### src/rtl/adder_pkg.sv
// Shared definitions for the bit-serial adder: FSM state encoding.
package adder_pkg;

  localparam logic [1:0] ENC_IDLE = 2'd0;
  localparam logic [1:0] ENC_RUN  = 2'd1;
  localparam logic [1:0] ENC_HOLD = 2'd2;

  typedef enum logic [1:0] {
    IDLE = ENC_IDLE,
    RUN  = ENC_RUN,
    HOLD = ENC_HOLD
  } state_t;

endpackage

### src/rtl/serial_adder_fa.sv
// Single-bit full-adder cell used for the per-bit serial add.
module fullAdder (
  input  logic i_a,
  input  logic i_b,
  input  logic i_c,
  output logic o_s,
  output logic o_c
);

  assign o_s = i_a ^ i_b ^ i_c;
  assign o_c = (i_a & i_b) | (i_c & (i_a ^ i_b));

endmodule

### src/rtl/serial_adder.sv
// Bit-serial adder: LSB-first add through one full-adder cell, valid/ready on both sides.
// Optional two's-complement overflow output when SERIAL_ADDER_OVF_EN is defined.
//
// state | meaning
// IDLE  | ready for operands, no result presented
// RUN   | one bit added per cycle, bit counter 0..WIDTH-1
// HOLD  | result presented until the consumer takes it
module serial_adder
  import adder_pkg::*;
#(
  parameter int WIDTH = 8
) (
  input  logic             clk,
  input  logic             rst_n,
  input  logic             in_valid,
  output logic             in_ready,
  input  logic [WIDTH-1:0] a,
  input  logic [WIDTH-1:0] b,
  input  logic             cin,
  output logic             out_valid,
  input  logic             out_ready,
  output logic [WIDTH-1:0] sum,
`ifdef SERIAL_ADDER_OVF_EN
  output logic             ovf,
`endif
  output logic             cout
);

  localparam int CNT_W = $clog2(WIDTH);

  state_t             r_state;
  state_t             w_next;
  logic               w_accept;
  logic               w_shift;
  logic               w_last;
  logic               w_s;
  logic               w_co;

  logic [WIDTH-1:0]   r_a;
  logic [WIDTH-1:0]   r_b;
  logic [WIDTH-1:0]   r_sum;
  logic               r_carry;
  logic               r_cout;
  logic [CNT_W-1:0]   r_cnt;
`ifdef SERIAL_ADDER_OVF_EN
  logic               r_ovf;
`endif

  assign w_last = (r_cnt == CNT_W'(WIDTH - 1));

  always_ff @(posedge clk or negedge rst_n) begin
    if (!rst_n) begin
      r_state <= IDLE;
    end else begin
      r_state <= w_next;
    end
  end

  always_comb begin
    w_next    = r_state;
    in_ready  = 1'b0;
    out_valid = 1'b0;
    w_accept  = 1'b0;
    w_shift   = 1'b0;
    case (r_state)
      IDLE: begin
        in_ready = 1'b1;
        if (in_valid) begin
          w_accept = 1'b1;
          w_next   = RUN;
        end
      end
      RUN: begin
        w_shift = 1'b1;
        if (w_last) begin
          w_next = HOLD;
        end
      end
      HOLD: begin
        out_valid = 1'b1;
        if (out_ready) begin
          w_next = IDLE;
        end
      end
      default: w_next = IDLE;
    endcase
  end

  fullAdder u_fa (
    .i_a (r_a[0]),
    .i_b (r_b[0]),
    .i_c (r_carry),
    .o_s (w_s),
    .o_c (w_co)
  );

  // Sum bits enter at the MSB end so after WIDTH shifts bit 0 sits at sum[0].
  always_ff @(posedge clk or negedge rst_n) begin
    if (!rst_n) begin
      r_a     <= '0;
      r_b     <= '0;
      r_sum   <= '0;
      r_carry <= 1'b0;
      r_cout  <= 1'b0;
      r_cnt   <= '0;
`ifdef SERIAL_ADDER_OVF_EN
      r_ovf   <= 1'b0;
`endif
    end else if (w_accept) begin
      r_a     <= a;
      r_b     <= b;
      r_sum   <= '0;
      r_carry <= cin;
      r_cout  <= 1'b0;
      r_cnt   <= '0;
`ifdef SERIAL_ADDER_OVF_EN
      r_ovf   <= 1'b0;
`endif
    end else if (w_shift) begin
      r_a     <= r_a >> 1;
      r_b     <= r_b >> 1;
      r_sum   <= {w_s, r_sum[WIDTH-1:1]};
      r_carry <= w_co;
      if (w_last) begin
        r_cout <= w_co;
`ifdef SERIAL_ADDER_OVF_EN
        // r_carry here is the carry into the MSB.
        r_ovf  <= r_carry ^ w_co;
`endif
      end else begin
        r_cnt <= r_cnt + CNT_W'(1);
      end
    end
  end

  assign sum  = r_sum;
  assign cout = r_cout;
`ifdef SERIAL_ADDER_OVF_EN
  assign ovf  = r_ovf;
`endif

endmodule

### config.mk
export PLATFORM = sky130hd
export DESIGN_NAME = serial_adder
export DESIGN_NICKNAME = d
export VERILOG_FILES = /design/src/rtl/adder_pkg.sv /design/src/rtl/serial_adder_fa.sv /design/src/rtl/serial_adder.sv
export SDC_FILE = /design/constraint.sdc
export NUM_CORES = 1
export LEC_CHECK = 0
export BUFFER_PORTS_ARGS = -buffer_cell sky130_fd_sc_hd__buf_2
export CORE_ASPECT_RATIO = 1.5
export CORE_MARGIN = 2
export CORE_UTILIZATION = 37
export DETAILED_ROUTE_END_ITERATION = 6
export PLACE_DENSITY = 0.62
export SLEW_MARGIN = 15
export SYNTH_ARGS = -nofsm -noshare
export SYNTH_HDL_FRONTEND = slang
export SYNTH_SLANG_ARGS = --single-unit
### constraint.sdc
create_clock -name clk -period 2.2 [get_ports clk]
set_clock_uncertainty 0.2 [all_clocks]
set_input_delay 0.44 -clock clk [delete_from_list [all_inputs] [get_ports clk]]
set_output_delay 0.44 -clock clk [all_outputs]
set_load 0.02 [all_outputs]
Word level (Yosys, flattened, before mapping) --
Index checks and enable logic that the tools add are counted.
Word-level totals: register bits after elaboration 31, output and inout bits 11, input bits 21
Operators by class: add/sub/neg operators 1, equal/unequal tests 7, reductions and logical operators 6, muxes and demuxes 23, bitwise logic cells 5
Operators with widths (count):
- $mux W8 | 6
- $mux W1 | 10
- $mux W3 | 3
- $ne A2 B2 Y1 const B | 4
- $mux W2 | 3
- $pmux W2 S3 | 1
- $reduce_and A2 Y1 | 2
- $reduce_bool A2 Y1 | 2
- $add A3 B1 Y3 const B | 1
- $eq A3 B3 Y1 const B | 1
- $reduce_and A3 Y1 | 1
- $and A1 B1 Y1 | 2
- $eq A2 B1 Y1 const B | 1
- $eq A2 B2 Y1 const B | 1
- $logic_not A2 Y1 | 1
- $xor A1 B1 Y1 | 2
- $or A1 B1 Y1 | 1

Logic depth before layout (Yosys ltp) --
Gate-level depths: netlist of run 1.
depth after elaboration 6, mapped depth 6

Cells and area by module --
A second synthesis of run 1 with hierarchy kept.
Second synthesis, totals: cells, all modules 142, area, all modules 1465.2 um2
Modules (own cells, without submodules):
- serial_adder | cells each 141, instances 1, area an instance 1445.1 um2, sequential area each 775.7 um2
- fullAdder | cells each 1, instances 1, area an instance 20.0 um2, sequential area each 0.0 um2

Least setup slack after synthesis of run 1 --
OpenSTA, ideal clock, no wires.
path kind register to output, from register r_state[1], to output port out_valid, arrival 1124 ps, slack 436 ps, stages on the path, launching flop included 5, required time 1560 ps, buffers on the path 2, path through dfrtp_1 > buf_4 > clkinv_1 > buf_2 > nor2_1
Between the ends: cells in the longest elaborated chain, start to end 2
Ends and longest elaborated chain:
- start, declared | line serial_adder.sv:31 | state_t r_state;
- start signal, assigned | line serial_adder.sv:55 | r_state <= w_next;
- $eq A2 B2 Y1 | line serial_adder.sv:65 | case (r_state)
- $mux W1 | line serial_adder.sv:65
- end, declared | line serial_adder.sv:20 | output logic out_valid,
No other way between the ends.

Worst setup path in the final report of run 1 --
from register r_state[0], to output port in_ready
Between the ends: cells in the longest elaborated chain, start to end 2
Ends and longest elaborated chain:
- $logic_not A2 Y1 | line serial_adder.sv:65
- $mux W1 | line serial_adder.sv:65
- end, declared | line serial_adder.sv:16 | output logic in_ready,
No other way between the ends.

==> results of run 1 <==
-- flip-flops by register name, summed over array words and instances, names as in the netlist --
| signal | cells |
|---|---|
| r_a | 8 |
| cout | 1 |
| sum | 8 |
| r_state | 2 |
| r_cnt | 3 |
| r_carry | 1 |
| r_b | 8 |
-- cell families after synthesis --
kind of cell | Yosys count
muxes | 1
DFF | 31
buffers and inverters | 14
and+or+nand+nor | 35
AOI/OAI and AO/OA | 48
adders and majority gates | 3
-- cells in the final DEF, fill, tap and decap left out --
cell,instances
inv_1,3
nor4b_1,2
buf_2,31
nand3_1,1
clkbuf_1,1
o311ai_1,1
dfrtp_1,31
nor3_1,3
clkbuf_8,7
nor2b_1,1
nor3b_1,2
fa_1,1
o21ai_0,4
clkinv_1,1
mux2i_1,1
o22ai_1,14
o31ai_1,1
a22o_1,7
a21oi_1,16
a211oi_1,1
nand2b_1,2
o21bai_2,1
nand2_1,6
a32o_1,2
or2_2,1
o21ba_2,1
buf_4,1
ha_1,2
inv_2,1
nor2_1,17
-- cell type report --
type | instances | area share, %
clock buffers | 8 | 6.09
inverters | 5 | 1.14
multi-input cells | 87 | 32.4
flip-flops and latches | 31 | 47.2
well taps | 43 | 3.27
repair buffers | 32 | 9.89
-- per-stage QoR --
| step | total power, mW | setup WS (ns) | instance area [um2] |
|---|---|---|---|
| 2_1_floorplan | 1.74 | 0.436 | 1390 |
| 3_3_place_gp | 1.93 | 0.586 | 1540 |
| 3_5_place_dp | 1.98 | 0.510 | 1540 |
| 4_1_cts | 2.47 | 0.302 | 1640 |
| 5_1_grt | 2.68 | 0.159 | 1640 |
| 6_report | 2.45 | 0.299 | 1640 |
-- path summary, 6_finish.rpt --
check                      slack (ns)        from         end  cells past startpoint
max                              0.30  r_state[0]    in_ready                      2
min                            -0.008       rst_n      sum[5]                      1
max reg2reg                      0.50  r_state[0]      r_a[3]                      3
min reg2reg                      0.29      sum[0]      sum[0]                      1
max in group asynchronous        1.36       rst_n        cout                      1
min in group clk                 0.15   out_ready  r_state[1]                      2
-- metal layers --
metal | track usage, % | vias to the layer above | part of all wire [%]
met5 | 0 | - | 0
met4 | 6.00 | 0 | 1.4
met3 | 5.83 | 6 | 6.3
met2 | 26.8 | 40 | 50
met1 | 20.7 | 528 | 43
li1 | - | 538 | -
-- power groups by stage --
| stage | registers [mW] | logic [mW] | clock network, mW |
|---|---|---|---|
| after detailed placement | 1.03 | 0.946 | 0 |
| after global routing | 1.07 | 1.08 | 0.528 |
| after CTS | 1.02 | 0.945 | 0.502 |
| final | 1.03 | 0.932 | 0.490 |
| after floorplan | 1.07 | 0.673 | 0 |
| after global placement | 1.02 | 0.906 | 0 |
-- worst register-to-register path: stages (launching register included) --
cell and delay, ns:
dfrtp_1 0.58, nand2b_1 0.48, o22ai_1 0.17, a21oi_1 0.18
==> impl_metrics.env, run 1 <==
export IMPL_status="complete, but fails checks"
export IMPL_violations="negative hold slack"
export IMPL_ant_nets=0
export IMPL_firstDrtPassIters=4
export IMPL_period_share_pct=86.4
export IMPL_port_buffer_count=31
export IMPL_hold_path_class="in -> async"
export IMPL_synth_area_um2=1390
export IMPL_vias=1112
export IMPL_critPathLaunchType="flip-flop"
export IMPL_switchingPower_mw=0.924
export IMPL_crit_required_ns=1.56
export IMPL_rsz0062_at_grt="no"
export IMPL_p_per_area_nw_per_um2=1490
export IMPL_synth_xor_area_share_pct=0
export IMPL_cts_buffers=5
export IMPL_comb_power_share_pct=38.1
export IMPL_hold_violations=10
export IMPL_postCtsResizedCells=0
export IMPL_clkPwrFrac_pct=20.0
export IMPL_peakVddDrop_uv=602
export IMPL_synth_most_common_cell="dfrtp_1"
export IMPL_synth_top_family_by_area="compound AO/OA/AOI/OAI gates"
export IMPL_async_reset_ff_share_pct=100
export IMPL_path_cells="nor2_1, buf_2"
export IMPL_cts_root_buf="clkbuf_8"
export IMPL_synth_area_leaders="dfrtp_1 56%, o22ai_1 6.3%, a21oi_1 5.8%"
export IMPL_final_setup_tns_ns=0
export IMPL_cp_end_kind="output pin"
export IMPL_synth_enable_flop_cells=0
export IMPL_ctsHoldBuffers=0
export IMPL_seqPwrFrac_pct=41.9
export IMPL_ioPinCount=32
export IMPL_finalMaxSlewViolations=0
export IMPL_p_int_mw=1.52
export IMPL_htreeDepth=2
export IMPL_syn2layout_area_growth_pct=18.4
export IMPL_layout_nets=186
export IMPL_grt_max_degree=32
export IMPL_nFillCells=360
export IMPL_gp_congestion=0.740
export IMPL_worstSkewPairLatency_ns=0.28
export IMPL_grt_pass1_vias=1120
export IMPL_critPathTopFamily="flip-flops"
export IMPL_syn_instance_count=132
export IMPL_place_inst=198
export IMPL_utilization_pct=45.1
export IMPL_routedWlPerCell_um=14.9
export IMPL_antenna_found_initial=0
export IMPL_clk_pin_slew_ns=0.06
export IMPL_whs_ns=-0.00844
export IMPL_synth_compound_area_share_pct=22.6
export IMPL_yosysWarnings=0
export IMPL_synth_cell_type_count=30
export IMPL_ys_ff_latch=31
export IMPL_placementRows=27
export IMPL_design_die_area_um2=4270
export IMPL_synth_seq_area_share_pct=55.9
export IMPL_grt_overflow=0
export IMPL_yosysTopAreaCell="dfrtp_1"
export IMPL_ff_latch_area_um2=776
export IMPL_fmax_mhz=526
export IMPL_cts_sinks=31
export IMPL_period_minus_slack_ns=1.90
export IMPL_crit_fanout=14
export IMPL_antenna_cells=0
export IMPL_postCtsSetupRepairBufs=0
export IMPL_synth_top_cell_area_share_pct=55.9
export IMPL_start_util_pct=38.1
export IMPL_synth_common_cells="31 x dfrtp_1, 17 x nor2_1, 16 x a21oi_1, 14 x o22ai_1, 7 x a22o_1"
export IMPL_path_buf_inv=1
export IMPL_cap_violations=0
export IMPL_synthAdderAreaFrac_pct=3.24
export IMPL_cp_arrival_ns=1.26
export IMPL_die_h_um=79.0
export IMPL_instances_no_fill=206
export IMPL_setup_viol=0
export IMPL_ys_flop_type="dfrtp_1"
export IMPL_drive_gt1_share_pct=26.4
export IMPL_slew_headroom_pct=54.8
export IMPL_synth_area_per_cell_um2=10.5
export IMPL_max_stage_delay_ns=0.52
export IMPL_clock_path_buffers=2
export IMPL_synth_nets=156
export IMPL_grt_pass1_wl_mm=5.21
export IMPL_fp_dieW_um=54.0
export IMPL_yosys_area_share_simple_pct=11.8
export IMPL_cts_tree="yes"
export IMPL_drtIter0Drc=32
export IMPL_slowest_stage="dfrtp_1"
export IMPL_dp_hpwl_mm=2.18
export IMPL_route_detailed_drc=0
export IMPL_synth_area_mux_share_pct=0.721
export IMPL_worstSetupPathType="reg -> out"
export IMPL_core_area_um2=3650
export IMPL_routed_wl_mm=3.08
export IMPL_worst_pin_slew_ns=0.679
export IMPL_viasPerCell=5.40
export IMPL_p_leak_nw=0.772
export IMPL_multi_input_area_um2=533
export IMPL_sw_frac_of_total_pct=37.7
export IMPL_track_usage_pct=16.8
Power figures use the tool's default switching activity.
==> run 2: changes to the inputs <==
--- a/config.mk
+++ b/config.mk
@@ -5,13 +5,13 @@
 export SDC_FILE = /design/constraint.sdc
 export NUM_CORES = 1
 export LEC_CHECK = 0
+export ABC_AREA = 1
 export BUFFER_PORTS_ARGS = -buffer_cell sky130_fd_sc_hd__buf_2
 export CORE_ASPECT_RATIO = 1.5
 export CORE_MARGIN = 2
 export CORE_UTILIZATION = 37
 export DETAILED_ROUTE_END_ITERATION = 6
-export PLACE_DENSITY = 0.62
-export SLEW_MARGIN = 15
+export PLACE_DENSITY = 0.61
 export SYNTH_ARGS = -nofsm -noshare
 export SYNTH_HDL_FRONTEND = slang
 export SYNTH_SLANG_ARGS = --single-unit
==> run 2 against run 1 <==
Compared with the run above: the flow now finishes without violations; register-to-register slack better by 0.13 ns; count of clock-buffer cells in the layout is 2 lower; wire length is 2.5% higher; first-iteration DRC count is 53% higher; flip-flop and latch count stayed put; synthesized cell count is 52% higher; sequential share of layout area is 5.4 points lower; core utilization is 0.95 points lower; combinational power is 13% higher; critical endpoint unchanged; highest routed layer unchanged.
==> impl_metrics.env, run 2 <==
export IMPL_yosysWarnings=0
export IMPL_worst_pin_slew_ns=0.694
export IMPL_finalMaxSlewViolations=0
export IMPL_synth_cell_type_count=19
export IMPL_viasPerCell=4.74
export IMPL_peakVddDrop_uv=913
export IMPL_final_common_cell="nand2_1"
export IMPL_synth_area_per_cell_um2=7.99
export IMPL_synth_common_cells="89 x nand2_1, 37 x nand3_1, 31 x dfrtp_1, 21 x inv_1, 5 x buf_6"
export IMPL_period_share_pct=86.5
export IMPL_reg2reg_to="r_a[4]"
export IMPL_multi_input_area_um2=647
export IMPL_cts_buffers=5
export IMPL_design_die_area_um2=4900
export IMPL_slew_headroom_pct=53.7
export IMPL_ctsHoldBuffers=0
export IMPL_final_setup_tns_ns=0
export IMPL_synth_area_leaders="dfrtp_1 48%, nand2_1 21%, nand3_1 12%"
export IMPL_setup_viol=0
export IMPL_grt_overflow=0
export IMPL_p_per_area_nw_per_um2=1400
export IMPL_ys_ff_latch=31
export IMPL_worstSetupPathType="reg -> out"
export IMPL_synth_enable_flop_cells=0
export IMPL_synth_top_cell_area_share_pct=48.3
export IMPL_core_area_um2=4210
export IMPL_cp_startpoint="r_state[1]"
export IMPL_worstSkewPairLatency_ns=0.28
export IMPL_grt_pass1_wl_mm=5.60
export IMPL_cts_root_buf="clkbuf_8"
export IMPL_p_leak_nw=1.09
export IMPL_grt_max_degree=32
export IMPL_nFillCells=440
export IMPL_postCtsSetupRepairBufs=0
export IMPL_fin_ws_ns=0.296
export IMPL_antenna_found_initial=0
export IMPL_cts_sinks=31
export IMPL_rsz0062_at_grt="no"
export IMPL_synth_seq_area_share_pct=48.3
export IMPL_hold_violations=0
export IMPL_vias=1319
export IMPL_async_reset_ff_share_pct=100
export IMPL_grt_pass1_vias=1311
export IMPL_layout_nets=255
export IMPL_cts_tree="yes"
export IMPL_clock_path_buffers=2
export IMPL_whs_ns=0.00212
export IMPL_drive_gt1_share_pct=20.7
export IMPL_die_h_um=84.7
export IMPL_antenna_cells=0
export IMPL_cap_violations=0
export IMPL_port_buffer_count=31
export IMPL_ff_latch_area_um2=776
export IMPL_htreeDepth=2
export IMPL_status="completed"
export IMPL_postCtsResizedCells=0
export IMPL_r2r_start="r_state[0]"
export IMPL_place_ws_ns=0.566
export IMPL_crit_required_ns=1.56
export IMPL_fp_dieW_um=57.8
export IMPL_drtIter0Drc=49
export IMPL_ant_nets=0
export IMPL_dp_hpwl_mm=2.10
export IMPL_track_usage_pct=15.0
export IMPL_cp_end_kind="output pin"
export IMPL_final_area_um2=1860
export IMPL_start_util_pct=38.2
export IMPL_fmax_mhz=525
export IMPL_syn2layout_area_growth_pct=15.6
export IMPL_firstDrtPassIters=4
export IMPL_ys_flop_type="dfrtp_1"
export IMPL_setup_worst_path_end="in_ready"
export IMPL_gp_congestion=0.738
export IMPL_routedWlPerCell_um=11.3
export IMPL_critPathLaunchType="flip-flop"
export IMPL_syn_instance_count=201
export IMPL_synth_most_common_cell="nand2_1"
export IMPL_synth_area_um2=1610
export IMPL_ioPinCount=32
export IMPL_crit_fanout=19
export IMPL_hold_path_class="in -> async"
export IMPL_placementRows=29
export IMPL_placed_area_um2=1740
export IMPL_route_detailed_drc=0
export IMPL_period_minus_slack_ns=1.90
export IMPL_routed_wl_mm=3.15
export IMPL_r2r_setup_slack_ns=0.63
export IMPL_clk_pin_slew_ns=0.06
export IMPL_utilization_pct=44.1
export IMPL_synth_nets=225
export IMPL_yosysTopAreaCell="dfrtp_1"
export IMPL_cp_arrival_ns=1.26
export IMPL_reg2reg_depth=5
export IMPL_final_cell_mix="89 x nand2_1, 37 x nand3_1, 31 x dfrtp_1, 31 x buf_2, 21 x inv_1"
run 2: cell families after synthesis:
| family | synth area share, % |
|---|---|
| AOI/OAI and AO/OA | 1.32 |
| adders and majority gates | 2.80 |
| buffers and inverters | 11.4 |
| DFF | 48.3 |
| and+or+nand+nor | 36.1 |
run 2: metrics by stage:
stage | power (mW) | instances
6_report | 2.61 | 278
3_3_place_gp | 2.03 | 270
4_1_cts | 2.65 | 278
3_5_place_dp | 2.06 | 270
5_1_grt | 2.85 | 278
2_1_floorplan | 1.86 | 201
run 2: power breakdown:
group / switching (mW) / internal [mW]
registers: 0.153 / 0.824
clock network: 0.210 / 0.366
logic: 0.682 / 0.371
total: 1.04 / 1.56
run 2: layout make-up:
| type | count | area share [%] |
|---|---|---|
| flip-flops and latches | 31 | 41.8 |
| well taps | 46 | 3.10 |
| inverters | 23 | 4.78 |
| clock inverters | 2 | 1.89 |
| repair buffers | 33 | 9.16 |
| clock buffers | 6 | 4.45 |
| multi-input cells | 137 | 34.8 |
run 2: worst min path at each step:
| stage | end | slack [ns] | start |
|---|---|---|---|
| 2_1_floorplan | cout | -0.06 | rst_n |
| 3_3_place_gp | sum[0] | 0.26 | sum[0] |
| 3_5_place_dp | sum[0] | 0.26 | sum[0] |
| 4_1_cts | r_a[1] | 0.02 | rst_n |
| 5_1_grt | r_b[6] | 0.06 | rst_n |
| 6_report | r_state[1] | 0.002 | rst_n |
run 2: per-layer routing:
| metal | vias to the layer above | global-route usage, % | routed length (um) |
|---|---|---|---|
| li1 | 677 | - | - |
| met1 | 602 | 17.0 | 1420 |
| met2 | 38 | 24.4 | 1490 |
| met3 | 2 | 4.47 | 200 |
| met4 | 0 | 8.88 | 49 |
| met5 | - | 0 | 0 |
run 2: worst max-delay path, stage by stage, from the launching register on:
cell     delay [ns]
dfrtp_1        0.47
nor2_8         0.28
buf_2          0.23
